`src/rtl/findstr_gen.sv`:
```
// Keyword frame source: sends "Welcom" (or "WWelcom" with FINDSTR_GEN_PREFIX_EN) reps times, gap idle cycles apart.
// All outputs registered; first byte the cycle after start, done the cycle after the last byte.
module findstr_gen #(
  parameter int REP_W = 4,
  parameter int GAP_W = 4
) (
  input  logic             clk,
  input  logic             rst,
  input  logic             start,
  input  logic [REP_W-1:0] reps,
  input  logic [GAP_W-1:0] gap,
  output logic             dv,
  output logic [7:0]       data,
  output logic             busy,
  output logic             done,
  output logic [REP_W-1:0] sent_cnt
);

  typedef enum logic [1:0] {IDLE, SEND, GAP, FIN} state_t;

`ifdef FINDSTR_GEN_PREFIX_EN
  localparam logic [2:0] LAST = 3'd6;
`else
  localparam logic [2:0] LAST = 3'd5;
`endif

  function automatic logic [7:0] kw(input logic [2:0] i);
    logic [7:0] b;
    b = 8'h00;
`ifdef FINDSTR_GEN_PREFIX_EN
    case (i)
      3'd0:    b = 8'h57;
      3'd1:    b = 8'h57;
      3'd2:    b = 8'h65;
      3'd3:    b = 8'h6C;
      3'd4:    b = 8'h63;
      3'd5:    b = 8'h6F;
      3'd6:    b = 8'h6D;
      default: b = 8'h00;
    endcase
`else
    case (i)
      3'd0:    b = 8'h57;
      3'd1:    b = 8'h65;
      3'd2:    b = 8'h6C;
      3'd3:    b = 8'h63;
      3'd4:    b = 8'h6F;
      3'd5:    b = 8'h6D;
      default: b = 8'h00;
    endcase
`endif
    return b;
  endfunction

  state_t             state;
  logic [2:0]         idx;
  logic [REP_W-1:0]   reps_q;
  logic [GAP_W-1:0]   gap_q;
  logic [GAP_W-1:0]   gap_cnt;
  logic [REP_W-1:0]   sent_nxt;

  assign sent_nxt = sent_cnt + 1'b1;

  always_ff @(posedge clk) begin
    if (rst) begin
      state    <= IDLE;
      idx      <= 3'd0;
      reps_q   <= '0;
      gap_q    <= '0;
      gap_cnt  <= '0;
      dv       <= 1'b0;
      data     <= 8'h00;
      busy     <= 1'b0;
      done     <= 1'b0;
      sent_cnt <= '0;
    end else begin
      case (state)
        IDLE: begin
          if (start) begin
            reps_q   <= reps;
            gap_q    <= gap;
            sent_cnt <= '0;
            busy     <= 1'b1;
            idx      <= 3'd0;
            if (reps == '0) begin
              state <= FIN;
              done  <= 1'b1;
            end else begin
              state <= SEND;
              dv    <= 1'b1;
              data  <= kw(3'd0);
            end
          end
        end
        SEND: begin
          if (idx == LAST) begin
            sent_cnt <= sent_nxt;
            idx      <= 3'd0;
            if (sent_nxt == reps_q) begin
              state <= FIN;
              dv    <= 1'b0;
              data  <= 8'h00;
              done  <= 1'b1;
            end else if (gap_q == '0) begin
              // back-to-back frame keeps dv high so the detector never restarts
              data <= kw(3'd0);
            end else begin
              state   <= GAP;
              gap_cnt <= gap_q - 1'b1;
              dv      <= 1'b0;
              data    <= 8'h00;
            end
          end else begin
            idx  <= idx + 3'd1;
            data <= kw(idx + 3'd1);
          end
        end
        GAP: begin
          if (gap_cnt == '0) begin
            state <= SEND;
            idx   <= 3'd0;
            dv    <= 1'b1;
            data  <= kw(3'd0);
          end else begin
            gap_cnt <= gap_cnt - 1'b1;
          end
        end
        FIN: begin
          state <= IDLE;
          done  <= 1'b0;
          busy  <= 1'b0;
        end
        default: state <= IDLE;
      endcase
    end
  end

endmodule

```
`config.mk`:
```
export PLATFORM = sky130hd
export DESIGN_NAME = findstr_gen
export DESIGN_NICKNAME = d
export VERILOG_FILES = /design/src/rtl/findstr_gen.sv
export SDC_FILE = /design/constraint.sdc
export NUM_CORES = 1
export LEC_CHECK = 0
export CORE_ASPECT_RATIO = 0.8
export CORE_MARGIN = 8
export CORE_UTILIZATION = 30
export DETAILED_ROUTE_END_ITERATION = 6
export PLACE_DENSITY = 0.55
export SLEW_MARGIN = 20
export SYNTH_ARGS = -nofsm -noshare
export SYNTH_HDL_FRONTEND = slang
export SYNTH_SLANG_ARGS = --single-unit
export TNS_END_PERCENT = 5
```
`constraint.sdc`:
```
create_clock -name clk -period 4.8 [get_ports clk]
set_input_delay 0.48 -clock clk [delete_from_list [all_inputs] [get_ports clk]]
set_output_delay 0.48 -clock clk [all_outputs]
set_load 0.1 [all_outputs]
```
==> results.sh <==
export IMPL_synth_top_area_share=0.3473
export IMPL_path_cells="inv_1 -> ha_1 -> inv_1 -> or4b_1 -> or4_1 -> a21oi_1"
export IMPL_peakVddDrop_mv=0.2776
export IMPL_critical_path_class="register to register"
export IMPL_place_area_um2=2078
export IMPL_synth_distinct_cells=48
export IMPL_worst_path_max_fanout=15
export IMPL_status="complete, no violations"
export IMPL_postCtsSetupBuffers=0
export IMPL_ys_seq_area_frac=0.3473
export IMPL_ctsHoldBuffers=0
export IMPL_cp_top_family="simple AND/OR/NAND/NOR gates"
export IMPL_rows=25
export IMPL_yosysMostFrequentCell="dfxtp_1"
export IMPL_path_buf_inv=2
export IMPL_antenna_left=0
export IMPL_synth_area_leaders="dfxtp_1, a21oi_1, ha_1"
export IMPL_clock_path_buffers=2
export IMPL_vias=1638
export IMPL_final_area_um2=2167
export IMPL_cts_buffers=5
export IMPL_relSlewSlack=0.3478
export IMPL_grtUsageTotal=0.1099
export IMPL_place_congestion=0.8052
export IMPL_critPathLaunchType="register"
export IMPL_holdWs_ns=0.4512
export IMPL_fin_crit_ns=2.412
export IMPL_grt_ovfl_total=0
export IMPL_placed_cells_incl_taps=320
export IMPL_initial_core_util=0.3071
export IMPL_multi_input_area_um2=1064
export IMPL_die_y_um=85.03
export IMPL_worstSkewPairLatency_ns=0.28
export IMPL_clk_pin_slew_worst_paths_ns=0.07
export IMPL_vias_per_cell=4.994
export IMPL_dieArea_um2=8696
export IMPL_critPathCaptureType="register"
export IMPL_drv_slew=0
export IMPL_grt_antenna_before_repair=0
export IMPL_cts_repair_resize_count=0
export IMPL_synth_cells=228
export IMPL_cts_tree="done"
export IMPL_die_w_um=102.3
export IMPL_wl_per_cell_um=13.55
export IMPL_max_cap_viol_count=0
export IMPL_fin_util=0.3725
export IMPL_htree_num_levels=2
export IMPL_regArea_um2=620.6
export IMPL_nNetsFinal=265
export IMPL_grt_pass1_vias=1576
export IMPL_antennaDiodeCount=0
export IMPL_setup_tns_ns=0
export IMPL_setup_viol=0
export IMPL_crit_slowest_cell="or4b_1"
export IMPL_min_path_type="register to register"
export IMPL_timing_final_crit_share=0.5025
export IMPL_tightest_slew_ns=0.9752
export IMPL_dr_pass1_iters=4
export IMPL_synth_seq_cells=31
export IMPL_grt_pass1_wl_mm=7.721
export IMPL_cp_required_ns=5.01
export IMPL_fillCellCount=619
export IMPL_p_leak_nw=0.7887
export IMPL_area_growth_pct=21.29
export IMPL_drtIter0Drc=100
export IMPL_drc=0
export IMPL_core_area_um2=5818
export IMPL_netlist_area_um2=1787
export IMPL_syn_nets=247
export IMPL_critPathArrivalTime_ns=2.63
export IMPL_rsz0062_at_grt="no"
export IMPL_boundaryPins=26
export IMPL_rrSetupSlack_ns=2.39
export IMPL_final_layout_size_suffix_gt1_frac=0.05668
export IMPL_synthTopCellsByCount="dfxtp_1, a21oi_1, nand2_1, nor2_1"
export IMPL_portBuffers=24
export IMPL_drt_total_wl_mm=4.446
export IMPL_yosysTopAreaCell="dfxtp_1"
export IMPL_grt_max_degree=33
export IMPL_cts_sinks=31
export IMPL_hold_violations=0
export IMPL_syn_area_per_cell_um2=7.836
export IMPL_ys_flop_type="dfxtp_1"
export IMPL_p_per_area_nw_per_um2=604.9
export IMPL_instances_no_fill=328
export IMPL_root_buffer="clkbuf_8"
export IMPL_cpPeakStageDelay_ns=0.59
export IMPL_fin_skew_ns=0.005689
export IMPL_fmax_ghz=0.4146
export IMPL_path_common_cell="inv_1"
export IMPL_synth_warnings=0
export IMPL_synthArstFlopShare=0
export IMPL_synth_edff_count=0
export IMPL_post_dp_hpwl_mm=3.250
==> through the flow <==
stage / total power (W) / setup WS (ns)
after global placement: 0.001112 / 2.269
after detailed placement: 0.001112 / 2.193
after global routing: 0.001412 / 2.236
after CTS: 0.001321 / 2.374
final: 0.001311 / 2.388
after floorplan: 0.0009488 / 2.060
==> tightest hold or removal path, cell delays in order, from the launching register on <==
cell,delay (ns)
dfxtp_1,0.31
nand2_1,0.05
a21oi_1,0.05
==> power by group <==
part	internal [W]	switching [W]
Clock	0.000101	0.000104
Sequential	0.000320	0.0000528
Combinational	0.000222	0.000511
Total	0.000643	0.000668
==> final cells by class <==
type	instances	share of cell area
multi-input cells	171	0.4908
clock inverters	3	0.009238
well taps	81	0.04677
repair buffers	25	0.1143
inverters	12	0.02079
clock buffers	5	0.03176
flip-flops and latches	31	0.2864
==> sequential cells by signal, summed over array words and instances, names as in the netlist <==
name / count
idx: 3
busy: 1
state: 2
gap_cnt: 4
gap_q: 4
dv: 1
data: 7
reps_q: 4
sent_cnt: 4
done: 1
==> layout by cell type, fill, tap and decap left out, drive strengths merged, types with 3 or more instances in the layout <==
cell type      count
ha                 8
or4                3
a31oi              3
nor3               4
xor2               3
a21oi             26
nor2b              4
inv               12
o21ai             11
mux2i              4
o31ai              3
nand3             12
dfxtp             31
nand2             25
a211oi             6
clkbuf             5
clkdlybuf4s50     24
xnor2              3
nor2              20
a311oi             4
==> logic make-up (layout without fill, tap and decap cells) <==
group / count (synthesis) / after routing / synth area share
other: 1 / 1 / 0.002099
XOR/XNOR: 7 / 7 / 0.04272
AO/OA/AOI/OAI: 66 / 66 / 0.2353
flip-flops: 31 / 31 / 0.3473
multiplexers: 5 / 5 / 0.02871
AND/OR/NAND/NOR: 84 / 84 / 0.2304
buffers and inverters: 26 / 45 / 0.05742
adder cells (fa/ha/maj): 8 / 8 / 0.05602
==> routing by layer <==
metal,GRT usage,share of wire,vias to the layer above
li1,-,-,851
met1,0.1500,0.52,756
met2,0.1615,0.43,29
met3,0.02617,0.036,2
met4,0.03989,0.0094,0
met5,0,0,-
==> worst paths after layout <==
path / from / end / cells after the start
max: state[1]$_SDFFE_PP0P_ / idx[1]$_SDFFE_PP0P_ / 6
min: data[3]$_SDFFE_PP0P_ / data[3]$_SDFFE_PP0P_ / 2
max reg2reg: state[1]$_SDFFE_PP0P_ / idx[1]$_SDFFE_PP0P_ / 6
min reg2reg: data[3]$_SDFFE_PP0P_ / data[3]$_SDFFE_PP0P_ / 2
(Power assumes the default switching activity.)
